`config.mk`:
```
export PLATFORM = sky130hd
export DESIGN_NAME = fc_data_reader
export DESIGN_NICKNAME = d
export VERILOG_FILES = /design/src/rtl/fc_data_reader.sv
export SDC_FILE = /design/constraint.sdc
export NUM_CORES = 1
export LEC_CHECK = 0
export ABC_AREA = 1
export BUFFER_PORTS_ARGS = -buffer_cell sky130_fd_sc_hd__buf_2
export CAP_MARGIN = 20
export CORE_ASPECT_RATIO = 1.5
export CORE_MARGIN = 2
export CORE_UTILIZATION = 63
export DETAILED_ROUTE_END_ITERATION = 16
export GPL_TIMING_DRIVEN = 0
export PLACE_DENSITY = 0.86
export SYNTH_ARGS = -nofsm -noshare
export SYNTH_HDL_FRONTEND = slang
export SYNTH_SLANG_ARGS = --single-unit
```
`constraint.sdc`:
```
create_clock -name clk -period 3.6 [get_ports clk]
set_input_delay 0.36 -clock clk [delete_from_list [all_inputs] [get_ports clk]]
set_output_delay 0.36 -clock clk [all_outputs]
set_load 0.005 [all_outputs]
```
`src/rtl/fc_data_reader.sv`:
```
// fc_data_reader: streams FC buffer words 0..in_len-1 once per pass for out_len passes,
// hiding the buffer's 1-cycle read latency behind a 2-entry skid FIFO.
module fc_data_reader #(
    parameter int SRAM_DEPTH = 1024,
    parameter int DATA_WIDTH = 8,
    parameter int PASS_WIDTH = 10,
    localparam int AW = $clog2(SRAM_DEPTH)
) (
    input  logic                  clk,
    input  logic                  rstn,
    input  logic                  start,
    input  logic [AW:0]           in_len,
    input  logic [PASS_WIDTH-1:0] out_len,
    output logic                  enb,
    output logic [AW-1:0]         addrb,
    input  logic [DATA_WIDTH-1:0] dob,
    output logic [DATA_WIDTH-1:0] o_data,
    output logic                  o_valid,
    input  logic                  o_ready,
    output logic                  o_last,
    output logic                  o_final,
    output logic                  busy,
    output logic                  done
);
    typedef enum logic [1:0] {IDLE, FETCH, DRAIN, DONE} state_t;

    state_t                state, state_nxt;
    logic [AW:0]           len_in;
    logic [PASS_WIDTH-1:0] len_out;
    logic [AW-1:0]         elem;
    logic [PASS_WIDTH-1:0] pass;
    logic                  rd_v, rd_last, rd_final;
    logic [DATA_WIDTH+1:0] mem [2];
    logic                  wr_ptr, rd_ptr;
    logic [1:0]            fcnt, cnt;
    logic                  pop, is_last, is_final, go;

    assign go       = (in_len != '0) && (out_len != '0);
    assign is_last  = {1'b0, elem} == len_in - 1'b1;
    assign is_final = is_last && (pass == len_out - 1'b1);
    assign o_valid  = fcnt != 2'd0;
    assign pop      = o_valid & o_ready;
    // credits cover FIFO entries plus the read still in flight from the buffer
    assign cnt      = fcnt + {1'b0, rd_v};
    assign addrb    = elem;
    assign o_data   = mem[rd_ptr][DATA_WIDTH+1:2];
    assign o_last   = mem[rd_ptr][1];
    assign o_final  = mem[rd_ptr][0];

    always_ff @(posedge clk or negedge rstn)
        if (!rstn) state <= IDLE;
        else state <= state_nxt;

    always_comb begin
        state_nxt = state;
        enb       = 1'b0;
        busy      = 1'b0;
        done      = 1'b0;
        case (state)
            IDLE:  state_nxt = start ? (go ? FETCH : DONE) : IDLE;
            FETCH: begin
                busy      = 1'b1;
                enb       = (cnt < 2'd2) || pop;
                state_nxt = (enb && is_final) ? DRAIN : FETCH;
            end
            DRAIN: begin
                busy      = 1'b1;
                state_nxt = (cnt == {1'b0, pop}) ? DONE : DRAIN;
            end
            default: begin
                done      = 1'b1;
                state_nxt = IDLE;
            end
        endcase
    end

    always_ff @(posedge clk or negedge rstn)
        if (!rstn) begin
            len_in   <= '0;
            len_out  <= '0;
            elem     <= '0;
            pass     <= '0;
            rd_v     <= 1'b0;
            rd_last  <= 1'b0;
            rd_final <= 1'b0;
        end else begin
            if (state == IDLE && start && go) begin
                len_in  <= in_len;
                len_out <= out_len;
                elem    <= '0;
                pass    <= '0;
            end else if (enb) begin
                elem <= is_last ? '0 : elem + 1'b1;
                pass <= is_last ? pass + 1'b1 : pass;
            end
            rd_v     <= enb;
            rd_last  <= enb && is_last;
            rd_final <= enb && is_final;
        end

    always_ff @(posedge clk or negedge rstn)
        if (!rstn) begin
            mem[0] <= '0;
            mem[1] <= '0;
            wr_ptr <= 1'b0;
            rd_ptr <= 1'b0;
            fcnt   <= 2'd0;
        end else begin
            if (rd_v) begin
                mem[wr_ptr] <= {dob, rd_last, rd_final};
                wr_ptr      <= ~wr_ptr;
            end
            if (pop) rd_ptr <= ~rd_ptr;
            fcnt <= fcnt + {1'b0, rd_v} - {1'b0, pop};
        end
endmodule

```
Word-level counts from Yosys, hierarchy flattened. Cells that the tools add are included.

$mul: 0. Div/mod/pow operators: 0. Magnitude comparators: 4. Reduce and logical (&&, ||, !) cells: 18. Bitwise gates (word level): 5. Equality and inequality tests: 5. Muxes and demuxes: 20. Add/subtract/negate cells: 6. Shifts and indexed selects: 0.

Operator list (count): $mux 10 (10); $add 10x1->10 const B (2); $bwmux 20 (1); $eq 10x11->1 (1); $reduce_bool 11->1 (1); $sub 11x1->11 const B (1); $demux 10 s1 (1); $eq 10x10->1 (1); $reduce_bool 10->1 (1); $sub 10x1->10 const B (1); $logic_and 1x1->1 (8); $mux 2 (3); $pmux 2 s3 (1); $reduce_bool 2->1 (3); $ge 2x2->1 const B (2); $mux 1 (4); $not 1->2 (2); $reduce_or 3->1 (1); $add 2x1->2 (1); $eq 2x1->1 (1); $eq 2x1->1 const B (1); $eq 2x2->1 const B (1); $logic_not 2->1 (1); $lt 2x1->1 const B (1); other kinds (7) (8).

Memory bits (writable): 0. Bits in latches: 0. Bits in registers: 70. Input bits: 33. Memories kept: 0. Logic and storage cells: 71. Memory bits (read-only): 0. Output and inout bits: 24.

Depth between registers and ports, before layout.
Word-level depth: 6. Depth in mapped cells: 15. Mapped depth without buffers: 15.

Least setup slack after synthesis. No wires, ideal clock.

Path kind: register to register. From: reg len_in[0]. To: reg pass[7]. Arrival time: 1.780 ns. Clock period less this slack: 1.897 ns. Setup time: 0.117 ns. Path slack: 1.703 ns. Cell stages (with the launch flop): 16. Path buffers: 1. Data required time: 3.483 ns. Cells stage by stage: dfrtp_1 -> inv_1 -> ha_1 -> inv_1 -> nand2_1 -> nand2_1 -> nand2_1 -> nand2_1 -> nand3b_1 -> nor2_2 -> nand3_4 -> nand2_4 -> nand2_4 -> buf_6 -> nand2_2 -> o21ai_2.

Cells in the longest elaborated chain, start to end: 4.

Ends and longest elaborated chain: from (decl) (line 28) `logic [AW:0] len_in;`; from (signal assigned) (line 88) `len_in <= in_len;`; $sub 11x1->11 (line 39) `assign is_last = {1'b0, elem} == len_in - 1'b1;`; $eq 10x11->1 (line 39); $reduce_bool 2->1 (no line); $reduce_and 2->1 (no line); to (signal assigned) (line 94) `pass <= is_last ? pass + 1'b1 : pass;`; to (decl) (line 31) `logic [PASS_WIDTH-1:0] pass;`.

Every way passes these cells. A chain may end at the register's enable or synchronous reset.

Final worst setup path.
From: reg len_in[0]. To: reg pass[8].

Same word-level chain as after synthesis.

==> results.json <==
{
  "status": "complete, no violations",
  "clock_latency_ns": 0.36,
  "drive_gt1_frac": 0.1535,
  "cts_made_buffers": 9,
  "grt_max_degree": 71,
  "cts_tree": "done",
  "grt_pass1_wl_um": 17680,
  "pwr-share-comb": 0.476,
  "synth_fp_nets": 655,
  "cts_resized": 0,
  "period_share": 0.6115,
  "arrival_ns": 2.44,
  "slowest_delay_ns": 0.37,
  "diodes": 0,
  "hpwl_um": 7730,
  "cts.path.max_buffers": 2,
  "power_frac_seq": 0.362,
  "async_flop_share": 1.000,
  "hold_buffers": 0,
  "grt_usage": 0.2980,
  "cp_max_fo": 10,
  "startpoint_type": "flip-flop",
  "critPathRequiredTime_ns": 3.84,
  "synth_edf_count": 0,
  "yosys_warnings": 0,
  "die_w_um": 71.46,
  "antenna_found_initial": 0,
  "p_leak_nw": 2.602,
  "grtUsageMet1": 0.3418,
  "synth_top_area_frac": 0.4073,
  "sw_frac_of_total": 0.4562,
  "area_growth_pct": 12.86,
  "dr.first_iter.drc_count": 261,
  "dr.pass1.iters": 4,
  "cpLargestDelayFamily": "simple AND/OR/NAND/NOR gates",
  "fmax_mhz": 454.3,
  "viasPerCell": 5.363,
  "worstPathCellList": "inv_1 > ha_1 > nand2_1 > inv_1 > nor2_1 > nand2_1 > nor2_1 > nand3_1 > nor2_2 > nand3_4 > nand2_4 > nand2_4 > buf_6 > nand2_2 > o21ai_2",
  "syn_area_um2": 4300,
  "fin_skew_ns": 0.009809,
  "ant_nets": 0,
  "post-cts-setup-buffer-count": 0,
  "row_count": 36,
  "vdd_drop_max_mv": 0.4471,
  "synth_flop_cell": "dfrtp_1",
  "powerDensity_nw_per_um2": 732.4,
  "critPathBufInv": 3,
  "final_nets": 722,
  "final_max_slew_viol_count": 0,
  "ios": 57,
  "layout_setup_ws_ns": 1.399,
  "grt.overflow.total": 0,
  "syn_area_per_cell_um2": 7.027,
  "power_switching_mw": 1.622,
  "synth.largest_area_cell": "dfrtp_1",
  "yosysSeqAreaShare": 0.4073,
  "synth_common_cells": "216 x nand2_1, 79 x inv_1, 70 x dfrtp_1, 47 x nor2_1",
  "die_h_um": 105.2,
  "vias": 4076,
  "dp_slack_ns": 1.429,
  "clock-root-buffer": "clkbuf_8",
  "p_int_mw": 1.933,
  "numClockSinks": 70,
  "synthCells": 612,
  "slew_headroom": 0.4082,
  "routed_wl_um": 10200,
  "tightest_slew_ns": 0.8877,
  "first_global_vias": 4034,
  "period_needed_ns": 2.201,
  "rsz0062_at_grt": "false",
  "end_kind": "flip-flop",
  "synth_most_common_cell": "nand2_1",
  "gp_congestion": 0.8872,
  "hold_viol": 0,
  "synth_seq_cells": 70,
  "setup_violations": 0,
  "critPathKind": "reg2reg",
  "p_clk_frac": 0.163,
  "htreeDepth": 3,
  "synth_cell_type_count": 32,
  "grt.busiest_layer": "met2",
  "min_path_type": "in2async",
  "initial_core_util": 0.6539,
  "max-cap-violations": 0,
  "ys_top_cells_by_area": "dfrtp_1 41%, nand2_1 19%, inv_1 6.9%",
  "gr-usage-met2": 0.5040,
  "grtUsageMet3": 0.05979,
  "critPathSlowestCell": "dfrtp_1",
  "io_buffers": 56,
  "avgRoutedWirePerCell_um": 13.41,
  "die_area_um2": 7517,
  "core_area_um2": 6576,
  "drc": 0,
  "clk_pin_slew_ns": 0.07,
  "setup-tns-final_ns": 0
}
## per-stage QoR
stage / hold WS, ns / std cells / util / cell area, um2 / total power, mW
floorplan: 0.06441 / 612 / - / 4300 / 2.481
global placement: 0.4657 / 744 / 0.7110 / 4676 / 2.906
detailed placement: 0.4734 / 744 / 0.7114 / 4678 / 2.983
CTS: 0.1525 / 760 / 0.7380 / 4853 / 3.573
global route: 0.1755 / 760 / 0.7380 / 4853 / 3.892
finish: 0.1234 / 760 / 0.7380 / 4853 / 3.555
## per-layer routing
| layer | share of wire | vias to the layer above |
|---|---|---|
| met5 | 0 | - |
| met4 | 0.047 | 0 |
| met3 | 0.038 | 36 |
| met2 | 0.52 | 110 |
| met1 | 0.39 | 1881 |
| li1 | - | 2049 |
## cells by family (layout without fill, tap and decap cells)
group | Yosys count | after routing | share of synthesized area
XOR/XNOR | 21 | 21 | 0.04277
adder cells (fa/ha/maj) | 10 | 10 | 0.02910
buffers and inverters | 96 | 168 | 0.08699
flip-flops | 70 | 70 | 0.4073
AND/OR/NAND/NOR | 347 | 347 | 0.3462
AO/OA/AOI/OAI | 68 | 68 | 0.08758
## state kept, by name, indices dropped and copies added (netlist names)
register and cells:
addrb 10, fcnt 2, len_in 11, len_out 10
mem 20, pass 10, rd_final 1, rd_last 1
rd_ptr 1, rd_v 1, state 2, wr_ptr 1
## cells in the final DEF (no fill, tap or decap)
master and instances:
nor4_1 5, inv_2 2, inv_6 1, nand3_1 46, clkinvlp_4 2, nor2_1 47, or2_2 1, buf_2 57
clkbuf_1 10, nand2_1 216, dfrtp_1 70, nand4_1 1, nor2_4 2, o21ai_2 8, buf_6 1, nand3_4 1
clkinv_2 2, nand2_4 3, xor2_1 14, a21oi_1 9, o21ai_0 46, xnor2_1 7, clkinv_1 2, ha_1 10
o22ai_1 2, clkbuf_8 10, nor2_2 7, nand3_2 2, nor3_1 10, a31oi_1 1, inv_1 79, buf_4 2
o21ai_1 1, nand2_2 4, nand3b_1 2, a21boi_0 1
## power by group through the flow
stage               Sequential (mW)  Combinational (mW)  Clock (mW)
detailed placement             1.30                1.69           0
global placement               1.28                1.62           0
finish                         1.29                1.69       0.578
global route                   1.32                1.95       0.619
floorplan                      1.23                1.25           0
CTS                            1.28                1.70       0.590
## worst register-to-register path, stage by stage, from the launching register on
cell and delay [ns]:
dfrtp_1 0.37, inv_1 0.15, ha_1 0.28, nand2_1 0.07, inv_1 0.04, nor2_1 0.08, nand2_1 0.08, nor2_1 0.13
nand3_1 0.09, nor2_2 0.16, nand3_4 0.14, nand2_4 0.11, nand2_4 0.10, buf_6 0.17, nand2_2 0.06, o21ai_2 0.05
## final timing paths
| path | to | start | cells past startpoint | slack [ns] |
|---|---|---|---|---|
| hold reg to reg | mem[6] | mem[6] | 2 | 0.49 |
| hold / removal | len_in[5] | rstn | 1 | 0.12 |
| min in group clk | len_in[7] | in_len[7] | 3 | 0.22 |
| max in group asynchronous | addrb[5] | rstn | 1 | 2.90 |
| setup reg to reg | pass[8] | len_in[0] | 15 | 1.40 |
| setup / recovery | pass[8] | len_in[0] | 15 | 1.40 |
## cell type report
cell class,count,area [um2]
plain buffers,13,62.56
clock buffers,11,141.4
clock inverters,5,33.78
fillers,529,1723
inverters,83,311.5
multi-input cells,446,2175
flip-flops and latches,70,1752
well taps,76,95.09
repair buffers,56,282.8
Power figures use the tool's default switching activity.
